[src/rtl/dec2bin_entry.sv]
// ---------------------------------------------------------------------------
// dec2bin_entry
//   Four-digit decimal entry from three pushbuttons. The user edits BCD
//   digits with inc/sel; ENTER converts the digits into a 14-bit binary value
//   (0..9999) by a sequential reverse double-dabble: the 30-bit register
//   {bcd, 14'b0} is shifted right 14 times. After each shift, every BCD field
//   that is >= 8 has 3 subtracted from it.
//
// Parameters
//   DEBOUNCE_BITS : debounce counter width. A button level must stay stable
//                   for 2**DEBOUNCE_BITS clocks before it is accepted.
//
// Ports
//   clk        in   system clock
//   clr        in   synchronous active-high reset
//   btn_inc    in   raw button: increment the digit at the cursor
//   btn_sel    in   raw button: move the cursor one digit left (wraps)
//   btn_enter  in   raw button: start a conversion
//   bcd        out  edit digits {d3,d2,d1,d0}, each 0..9
//   cursor     out  index of the digit being edited
//   busy       out  high while converting (CONV and DONE)
//   bin        out  last converted value, held until the next conversion
//   bin_valid  out  one-cycle pulse when bin updates
// ---------------------------------------------------------------------------
module dec2bin_entry #(
  parameter int DEBOUNCE_BITS = 20
) (
  input  logic        clk,
  input  logic        clr,
  input  logic        btn_inc,
  input  logic        btn_sel,
  input  logic        btn_enter,
  output logic [15:0] bcd,
  output logic [1:0]  cursor,
  output logic        busy,
  output logic [13:0] bin,
  output logic        bin_valid
);

  typedef enum logic [1:0] {
    ST_IDLE = 2'd0,
    ST_CONV = 2'd1,
    ST_DONE = 2'd2
  } state_t;

  localparam int NBTN = 3;  // bit 0 = inc, bit 1 = sel, bit 2 = enter
  localparam logic [DEBOUNCE_BITS-1:0] CNT_MAX = {DEBOUNCE_BITS{1'b1}};

  // One reverse double-dabble iteration: shift right, then every BCD field
  // that is >= 8 has 3 subtracted from it.
  function automatic logic [29:0] dd_step(input logic [29:0] sr_in);
    logic [29:0] t;
    t = sr_in >> 1;
    for (int k = 0; k < 4; k++) begin
      if (t[14 + 4*k +: 4] >= 4'd8) begin
        t[14 + 4*k +: 4] = t[14 + 4*k +: 4] - 4'd3;
      end else begin
        t[14 + 4*k +: 4] = t[14 + 4*k +: 4];
      end
    end
    return t;
  endfunction

  // Increment one BCD digit, wrapping from 9 back to 0.
  function automatic logic [3:0] digit_inc(input logic [3:0] d);
    logic [3:0] r;
    if (d >= 4'd9) begin
      r = 4'd0;
    end else begin
      r = d + 4'd1;
    end
    return r;
  endfunction

  logic [NBTN-1:0]          raw_s;
  logic [NBTN-1:0]          sync1_r;
  logic [NBTN-1:0]          sync2_r;
  logic [NBTN-1:0]          deb_r;
  logic [NBTN-1:0]          deb_prev_r;
  logic [DEBOUNCE_BITS-1:0] cnt_r [NBTN];
  logic [NBTN-1:0]          evt_s;

  state_t       state_r;
  logic [29:0]  sr_r;
  logic [29:0]  sr_next_s;
  logic [3:0]   iter_r;
  logic [15:0]  bcd_r;
  logic [1:0]   cursor_r;
  logic         busy_r;
  logic [13:0]  bin_r;
  logic         bin_valid_r;

  assign raw_s = {btn_enter, btn_sel, btn_inc};

  // Two-flop synchroniser followed by a counter debouncer for each button.
  always_ff @(posedge clk) begin
    if (clr) begin
      sync1_r    <= '0;
      sync2_r    <= '0;
      deb_r      <= '0;
      deb_prev_r <= '0;
      for (int i = 0; i < NBTN; i++) begin
        cnt_r[i] <= '0;
      end
    end else begin
      sync1_r    <= raw_s;
      sync2_r    <= sync1_r;
      deb_prev_r <= deb_r;
      for (int i = 0; i < NBTN; i++) begin
        // The counter only runs while the synced level disagrees with the
        // accepted level; any agreement (a glitch ending) clears it.
        if (sync2_r[i] != deb_r[i]) begin
          if (cnt_r[i] == CNT_MAX) begin
            deb_r[i] <= sync2_r[i];
            cnt_r[i] <= '0;
          end else begin
            cnt_r[i] <= cnt_r[i] + DEBOUNCE_BITS'(1);
          end
        end else begin
          cnt_r[i] <= '0;
        end
      end
    end
  end

  // A debounced rising edge is one event, however long the button is held.
  always_comb begin
    evt_s = deb_r & ~deb_prev_r;
  end

  // Next value of the conversion shift register.
  always_comb begin
    sr_next_s = dd_step(sr_r);
  end

  // Main FSM: digit editing in IDLE, the 14 conversion steps in CONV and a
  // single-cycle DONE. Button events are ignored unless the FSM is in IDLE.
  always_ff @(posedge clk) begin
    if (clr) begin
      state_r     <= ST_IDLE;
      sr_r        <= '0;
      iter_r      <= 4'd0;
      bcd_r       <= 16'd0;
      cursor_r    <= 2'd0;
      busy_r      <= 1'b0;
      bin_r       <= 14'd0;
      bin_valid_r <= 1'b0;
    end else begin
      bin_valid_r <= 1'b0;
      case (state_r)
        ST_IDLE: begin
          if (evt_s[2]) begin
            sr_r    <= {bcd_r, 14'd0};
            iter_r  <= 4'd0;
            busy_r  <= 1'b1;
            state_r <= ST_CONV;
          end else if (evt_s[0]) begin
            bcd_r[{cursor_r, 2'b00} +: 4] <= digit_inc(bcd_r[{cursor_r, 2'b00} +: 4]);
          end else if (evt_s[1]) begin
            cursor_r <= cursor_r + 2'd1;
          end else begin
            state_r <= ST_IDLE;
          end
        end
        ST_CONV: begin
          sr_r   <= sr_next_s;
          iter_r <= iter_r + 4'd1;
          // The result is published as DONE is entered, so the bin_valid
          // pulse coincides with the DONE cycle (the last busy cycle).
          if (iter_r == 4'd13) begin
            bin_r       <= sr_next_s[13:0];
            bin_valid_r <= 1'b1;
            state_r     <= ST_DONE;
          end else begin
            state_r <= ST_CONV;
          end
        end
        ST_DONE: begin
          busy_r  <= 1'b0;
          state_r <= ST_IDLE;
        end
        default: begin
          busy_r  <= 1'b0;
          state_r <= ST_IDLE;
        end
      endcase
    end
  end

  assign bcd       = bcd_r;
  assign cursor    = cursor_r;
  assign busy      = busy_r;
  assign bin       = bin_r;
  assign bin_valid = bin_valid_r;

endmodule
[config.mk]
export PLATFORM = sky130hd
export DESIGN_NAME = dec2bin_entry
export DESIGN_NICKNAME = d
export VERILOG_FILES = /design/src/rtl/dec2bin_entry.sv
export SDC_FILE = /design/constraint.sdc
export NUM_CORES = 1
export LEC_CHECK = 0
export BUFFER_PORTS_ARGS = -buffer_cell sky130_fd_sc_hd__buf_2
export CORE_MARGIN = 5
export CORE_UTILIZATION = 35
export DETAILED_ROUTE_END_ITERATION = 6
export PLACE_DENSITY = 0.59
export SYNTH_ARGS = -nofsm -noshare
export SYNTH_HDL_FRONTEND = slang
export SYNTH_SLANG_ARGS = --single-unit
[constraint.sdc]
create_clock -name clk -period 3.9 [get_ports clk]
set_input_delay 0 -clock clk [delete_from_list [all_inputs] [get_ports clk]]
set_output_delay 0 -clock clk [all_outputs]
set_load 0.03 [all_outputs]
==> impl_metrics.py, run 1 <==
metrics = {
    "run_status": {
        "outcome": "completed",
    },
    "grt": {
        "grt.overflow.total": 0,
        "grt_pass1_vias": 4945,
        "grt_use_total_pct": 13.66,
        "grt_pass1_wl_um": 24900,
        "antenna_found_initial": 0,
        "grt_max_degree": 55,
    },
    "critical_path": {
        "timing.rr.end": "bcd[15]$_SDFFE_PP0P_",
        "crit_path_end_kind": "flop",
        "crit_required_ns": 4.24,
        "r2r_setup_slack_ns": 1.32,
        "max_stage_delay_ns": 0.57,
        "cp.arrival_ns": 2.92,
        "ff2ff_path_depth": 10,
        "cp_common_cell": "buf_4",
        "cp_slowest_cell": "o21ai_0",
        "crit_type": "reg -> reg",
        "crit_path_max_fanout": 14,
        "timing.rr.start": "cursor[0]$_SDFFE_PP0P_",
        "crit_chain": "buf_4, mux2i_1, mux2_2, inv_1, ha_1, nand2b_1, o21ai_0, buf_4, a32oi_1, nor2_1",
        "worstSetupStartpointType": "flop",
    },
    "synthesis": {
        "synth_edf_count": 60,
        "synthCells": 709,
        "yosys.area_share.simple_pct": 23.46,
        "synth_area_per_cell_um2": 9.653,
        "synth_top_family_by_area": "simple AND/OR/NAND/NOR gates",
        "ys_types": 53,
        "ys.flop_type": "dfxtp_1",
        "synth-compound-area-share_pct": 11.68,
        "async_flop_share_pct": 0,
        "synth_xor_area_share_pct": 5.887,
        "synth_fa_ha_area_share_pct": 3.473,
        "ys_seq_area_share_pct": 50.02,
        "synth.ff_latch_count": 141,
        "yosys_warnings": 0,
        "syn-cell-area_um2": 6844,
        "synth_mux_area_share_pct": 2.230,
    },
    "placement": {
        "dpl.hpwl_um": 9931,
        "routabilityCongestion": 0.8215,
        "io_buffers": 38,
    },
    "route": {
        "vias_per_cell": 4.885,
        "drc": 0,
        "via_count": 5247,
        "drt_iter0_markers": 368,
        "firstDrtPassIters": 5,
        "drt_wl_total_um": 14580,
        "drt.antenna.violating_nets": 0,
        "wl_per_cell_um": 13.58,
    },
    "floorplanning": {
        "fp.dieH_um": 149.8,
        "rows": 51,
        "initial_core_util_pct": 35.40,
        "fp.dieW_um": 149.8,
        "io_pins": 39,
        "coreArea_um2": 19330,
        "die_area_um2": 22450,
    },
    "final_layout": {
        "final_common_cell": "dfxtp_1",
        "post-route-util_pct": 41.78,
        "nets": 820,
        "drive_above_1_share_pct": 11.74,
        "final_cell_mix": "dfxtp_1, nor2_1, nand2_1",
        "area_delta_synth_final_pct": 18.04,
        "diodes": 0,
    },
    "clock_tree": {
        "cts_buffers": 17,
        "path_clk_slew_ns": 0.06,
        "cts_max_level": 4,
        "cts_buffer_depth": 2,
        "cts_sinks": 141,
        "clock_latency_ns": 0.42,
        "cts_tree": "yes",
        "clockRootBuffer": "clkbuf_16",
    },
    "run": {
        "cap_violations": 0,
    },
    "hold_path": {
        "hold-path-endpoint": "bcd[0]$_SDFFE_PP0P_",
        "min_from": "clr",
        "holdPathStages": 2,
        "holdCritPathClass": "in -> reg",
    },
    "timing": {
        "setup_tns_ns": 0,
        "slew_headroom_pct": 31.59,
        "slew_viol_final": 0,
        "skew_ns": 0.01284,
        "setup_violations": 0,
        "min_period_over_period_pct": 66.08,
        "hold_viol": 0,
        "finalCriticalPeriod_ns": 2.577,
        "tightest_slew_ns": 1.022,
        "holdWs_ns": 0.1010,
        "rsz0062_at_grt": "no",
        "fmax_mhz": 388.1,
    },
    "pwr": {
        "p_leak_nw": 2.891,
        "peakVddDrop_mv": 0.2547,
        "power_density_nw_per_um2": 398.9,
    },
}
==> metal layers <==
layer	GRT usage, %	routed length, um	vias up
met3	3.483	523	19
li1	-	-	2699
met2	21.65	6766	80
met1	18.07	7063	2449
met5	0	0	-
met4	4.986	227	0
==> repair_timing <==
item,4_1_cts,5_1_grt
hold buffers,3,0
endpoints found under the hold margin,3,0
resized for setup,0,0
setup buffers,0,0
==> cell type report <==
| type | count | area [um2] |
|---|---|---|
| clock buffers | 20 | 457.9 |
| fillers | 1855 | 11260 |
| well taps | 265 | 331.6 |
| repair buffers | 48 | 272.8 |
| multi-input cells | 572 | 3426 |
| clock inverters | 12 | 107.6 |
| flip-flops and latches | 141 | 3423 |
| inverters | 16 | 60.06 |
==> power breakdown <==
part	switching (mW)	total, mW	internal [mW]	leakage (nW)
registers	0.0280	1.60	1.57	1.27
logic	0.0469	0.0724	0.0256	1.34
clock network	0.636	1.55	0.919	0.280
==> cell usage after synthesis, types with 5 or more instances <==
cell type	count	share of area, %
a211oi_1	5	0.55
nor4_1	9	0.82
nand2_1	76	4.2
nand2b_1	8	0.73
a22oi_1	13	1.4
a222oi_1	6	0.88
o21ai_0	19	1.4
ha_1	19	3.5
inv_1	16	0.88
clkbuf_1	28	1.5
a32oi_1	10	1.3
nand4_1	22	2.0
or3_1	12	1.1
edfxtp_1	60	26
nand3b_1	5	0.55
nor2_1	77	4.2
xnor2_1	17	2.2
dfxtp_1	81	24
a21oi_1	40	2.9
xor2_1	29	3.7
nand3_1	30	2.2
o31ai_1	8	0.88
and4_1	9	1.2
and3_1	5	0.46
buf_2	10	0.73
nor2b_1	20	1.8
or4_1	7	0.77
nor3_1	18	1.3
==> logic make-up after synthesis <==
group,Yosys count
xor+xnor,46
other cells,1
buf+inv,55
compound gates,120
simple gates,316
fa+ha+maj,19
flops,141
mux,11
==> worst max path at each step <==
stage,slack (ns),end,from
2_1_floorplan,1.45,bcd[2]$_SDFFE_PP0P_,cursor[0]$_SDFFE_PP0P_
3_5_place_dp,1.39,bcd[13]$_SDFFE_PP0P_,cursor[0]$_SDFFE_PP0P_
5_1_grt,1.06,bcd[15]$_SDFFE_PP0P_,cursor[0]$_SDFFE_PP0P_
3_3_place_gp,1.35,bcd[12]$_SDFFE_PP0P_,cursor[0]$_SDFFE_PP0P_
6_report,1.32,bcd[15]$_SDFFE_PP0P_,cursor[0]$_SDFFE_PP0P_
4_1_cts,1.35,bcd[13]$_SDFFE_PP0P_,cursor[0]$_SDFFE_PP0P_
==> worst max-delay path, delay by kind of cell (launching register included) <==
family / cells / cell delay (ns)
buffers and inverters: 3 / 0.58
AND/OR/NAND/NOR: 2 / 0.30
multiplexers: 2 / 0.46
AO/OA/AOI/OAI: 2 / 0.67
flip-flops: 1 / 0.31
adder cells (fa/ha/maj): 1 / 0.19
==> registers in the layout, summed over array words and instances, names as in the netlist <==
register / cells
busy: 1
bin_valid: 1
iter_r: 4
sync2_r: 3
state_r: 2
sync1_r: 3
bin: 14
bcd: 16
sr_r: 29
deb_r: 3
cursor: 2
deb_prev_r: 3
cnt_r: 60
==> metrics by stage <==
step | power, mW | instances | worst slack (ns) | instance area [um2]
floorplan | 1.676 | 768 | 1.446 | 7066
global placement | 1.696 | 1039 | 1.349 | 7483
detailed placement | 1.697 | 1039 | 1.387 | 7483
CTS | 3.269 | 1074 | 1.348 | 8079
global route | 3.349 | 1074 | 1.064 | 8079
finish | 3.223 | 1074 | 1.323 | 8079
(Power assumes the default switching activity.)
==> inputs of run 2 (changes only) <==
Settings changed: ABC_AREA from default to 1.
Clock period 3.9 ns to 2.6 ns, I/O delays scaled along.
==> run 2 against run 1 <==
Non-clock buffer count grew 2; worst hold slack better by 0.25 ns; via count rose by 5.3%; register-to-register slack got worse by 0.82 ns; sequential power up 49%; design area up 2.8%; die area is 2.9% higher; synthesized cell count is 17% higher; critical endpoint is now bcd[8]$_SDFFE_PP0P_; area after synthesis up 3.1%; wire length down 2.0%; sequential cell count unchanged; power rose by 50%.
==> impl_metrics.py, run 2 <==
metrics = {
    "timing": {
        "hold_viol": 0,
        "rsz0062_at_grt": "no",
        "setup_tns_ns": 0,
        "skew_ns": 0.01786,
        "fmax_mhz": 476.0,
        "slew_headroom_pct": 62.76,
        "slew_viol_final": 0,
        "setup_slack_ns": 0.4991,
        "tightest_slew_ns": 0.5587,
        "min_period_over_period_pct": 80.80,
        "finalCriticalPeriod_ns": 2.101,
        "setup_violations": 0,
    },
    "floorplanning": {
        "fp.dieH_um": 152.0,
        "coreArea_um2": 20040,
        "rows": 52,
        "die_area_um2": 23100,
        "fp.dieW_um": 152.0,
        "initial_core_util_pct": 35.21,
        "io_pins": 39,
    },
    "critical_path": {
        "crit_chain": "inv_1, nand3_1, nand2_1, inv_1, ha_1, nor2_1, nand2_2, nand2_4, nand2_2, nor2_2, nand2_1, a21oi_1",
        "cp.arrival_ns": 2.45,
        "max_stage_delay_ns": 0.40,
        "crit_type": "reg -> reg",
        "crit_path_end_kind": "flop",
        "timing.rr.start": "cursor[1]$_SDFFE_PP0P_",
        "cp_slowest_cell": "dfxtp_1",
        "crit_path_start": "cursor[1]$_SDFFE_PP0P_",
        "crit_required_ns": 2.95,
        "worstSetupStartpointType": "flop",
        "crit_path_max_fanout": 8,
    },
    "route": {
        "via_count": 5524,
        "firstDrtPassIters": 5,
        "drt.antenna.violating_nets": 0,
        "wl_per_cell_um": 11.73,
        "drt_wl_total_um": 14290,
        "drc": 0,
        "drt_iter0_markers": 283,
        "vias_per_cell": 4.535,
    },
    "synthesis": {
        "synth_xor_area_share_pct": 3.103,
        "ys_seq_area_share_pct": 48.51,
        "synth_top_family_by_area": "simple AND/OR/NAND/NOR gates",
        "synth_area_per_cell_um2": 8.472,
        "synth-compound-area-share_pct": 9.220,
        "async_flop_share_pct": 0,
        "synth_edf_count": 60,
        "synth_area_leader_cell": "edfxtp_1",
        "ys_top_cells_by_area": "edfxtp_1, dfxtp_1, nand2_1",
        "yosys.area_share.simple_pct": 28.90,
        "ys_types": 44,
        "synth.ff_latch_count": 141,
        "synthCells": 833,
        "yosys_warnings": 0,
        "yosysMostFrequentCell": "nand2_1",
        "synth_common_cells": "nand2_1, dfxtp_1, inv_1",
        "syn-cell-area_um2": 7057,
        "ys.flop_type": "dfxtp_1",
        "synth_mux_area_share_pct": 0,
        "synth_fa_ha_area_share_pct": 3.369,
        "synth_top_area_share_pct": 25.53,
    },
    "pwr": {
        "p_sw_mw": 1.097,
        "p_sw_share_pct": 22.72,
        "p_seq_share_pct": 49.4,
        "internal-power_mw": 3.730,
        "power_density_nw_per_um2": 581.4,
        "p_leak_nw": 3.308,
        "pwr-share-clk_pct": 47.9,
        "peakVddDrop_mv": 0.4487,
        "combPwrFrac_pct": 2.6,
    },
    "clock_tree": {
        "clock_latency_ns": 0.43,
        "ctsResizeCount": 0,
        "cts_buffers": 17,
        "cts_max_level": 4,
        "path_clk_slew_ns": 0.06,
        "clockRootBuffer": "clkbuf_16",
        "cts_tree": "yes",
        "cts_buffer_depth": 2,
        "cts_sinks": 141,
    },
    "grt": {
        "grt_pass1_vias": 5305,
        "grt_pass1_wl_um": 25010,
        "grt.overflow.total": 0,
        "antenna_found_initial": 0,
        "grt_max_degree": 53,
        "grt_use_total_pct": 12.89,
    },
    "final_layout": {
        "max_flop_register": "cnt_r",
        "drive_above_1_share_pct": 16.35,
        "area_delta_synth_final_pct": 17.66,
        "final_cell_mix": "nand2_1, dfxtp_1, inv_1",
        "nets": 959,
        "diodes": 0,
        "post-route-util_pct": 41.43,
        "final_common_cell": "nand2_1",
        "largest_reg_flops": 60,
    },
    "run_status": {
        "outcome": "completed",
    },
    "placement": {
        "dpl.hpwl_um": 9969,
        "pre_cts_ws_ns": 0.4833,
        "routabilityCongestion": 0.8617,
        "io_buffers": 38,
    },
    "hold_path": {
        "holdCritPathClass": "in -> reg",
        "min_from": "btn_sel",
    },
    "run": {
        "cap_violations": 0,
    },
}
## run 2: cell types whose count changed after synthesis, sizes merged, moves of 11 or more
| cell | delta |
|---|---|
| nor2 | +24 |
| a22oi | -13 |
| inv | +69 |
| clkbuf | -18 |
| nor2b | -20 |
| nand3 | +30 |
| a21oi | +32 |
| nand2 | +124 |
| xnor2 | -11 |
| or3 | -12 |
## run 2: per-layer routing
metal  wire [um]  track usage, %
met3         501           4.010
met2        6618           20.32
met4         161           4.152
met5           0               0
met1        7004           16.96
## run 2: final cells by class
cell class / instances / area, um2
clock inverters: 11 / 77.57
well taps: 270 / 337.8
repair buffers: 50 / 290.3
multi-input cells: 640 / 3372
fillers: 2117 / 11740
clock buffers: 21 / 483.0
inverters: 85 / 319.1
flip-flops and latches: 141 / 3423
## run 2: kinds of logic after synthesis
family,Yosys count
other,1
AND/OR/NAND/NOR,416
adder cells (fa/ha/maj),19
buffers and inverters,111
AO/OA/AOI/OAI,120
flip-flops,141
XOR/XNOR,25
## run 2: worst paths after layout
kind                            slack [ns]               endpoint  depth (start not counted)
worst max-delay path                  0.50    bcd[8]$_SDFFE_PP0P_                         12
worst min-delay path                  0.35  sync1_r[1]$_SDFF_PP0_                          4
worst max register to register        0.50    bcd[8]$_SDFFE_PP0P_                         12
worst min register to register        0.40  sync2_r[0]$_SDFF_PP0_                          2
## run 2: power groups by stage
stage / clock network (mW) / logic (mW) / registers, mW
2_1_floorplan: 0 / 0.103 / 2.43
3_3_place_gp: 0 / 0.122 / 2.43
3_5_place_dp: 0 / 0.122 / 2.44
4_1_cts: 2.37 / 0.127 / 2.39
5_1_grt: 2.50 / 0.149 / 2.39
6_report: 2.31 / 0.128 / 2.39
## run 2: worst max-delay path, delay by kind of cell, from the launching register on
kind | cells | cell delay (ns)
simple gates | 8 | 0.90
flops | 1 | 0.40
buf+inv | 2 | 0.36
fa+ha+maj | 1 | 0.19
compound gates | 1 | 0.17
## run 2: through the flow
stage	hold WS [ns]	cell area (um2)	instances	total power [mW]
after floorplan	0.1070	7278	892	2.529
after global placement	0.2490	7702	1182	2.557
after detailed placement	0.2467	7702	1182	2.557
after CTS	0.3333	8303	1218	4.889
after global routing	0.3384	8303	1218	5.040
final	0.3471	8303	1218	4.827
## run 2: what timing repair did
| action | CTS | global route |
|---|---|---|
| endpoints found under the setup margin | 0 | 0 |
| buffers inserted | 0 | 0 |
| hold buffers | 4 | 0 |
| hold endpoints to repair | 6 | 0 |
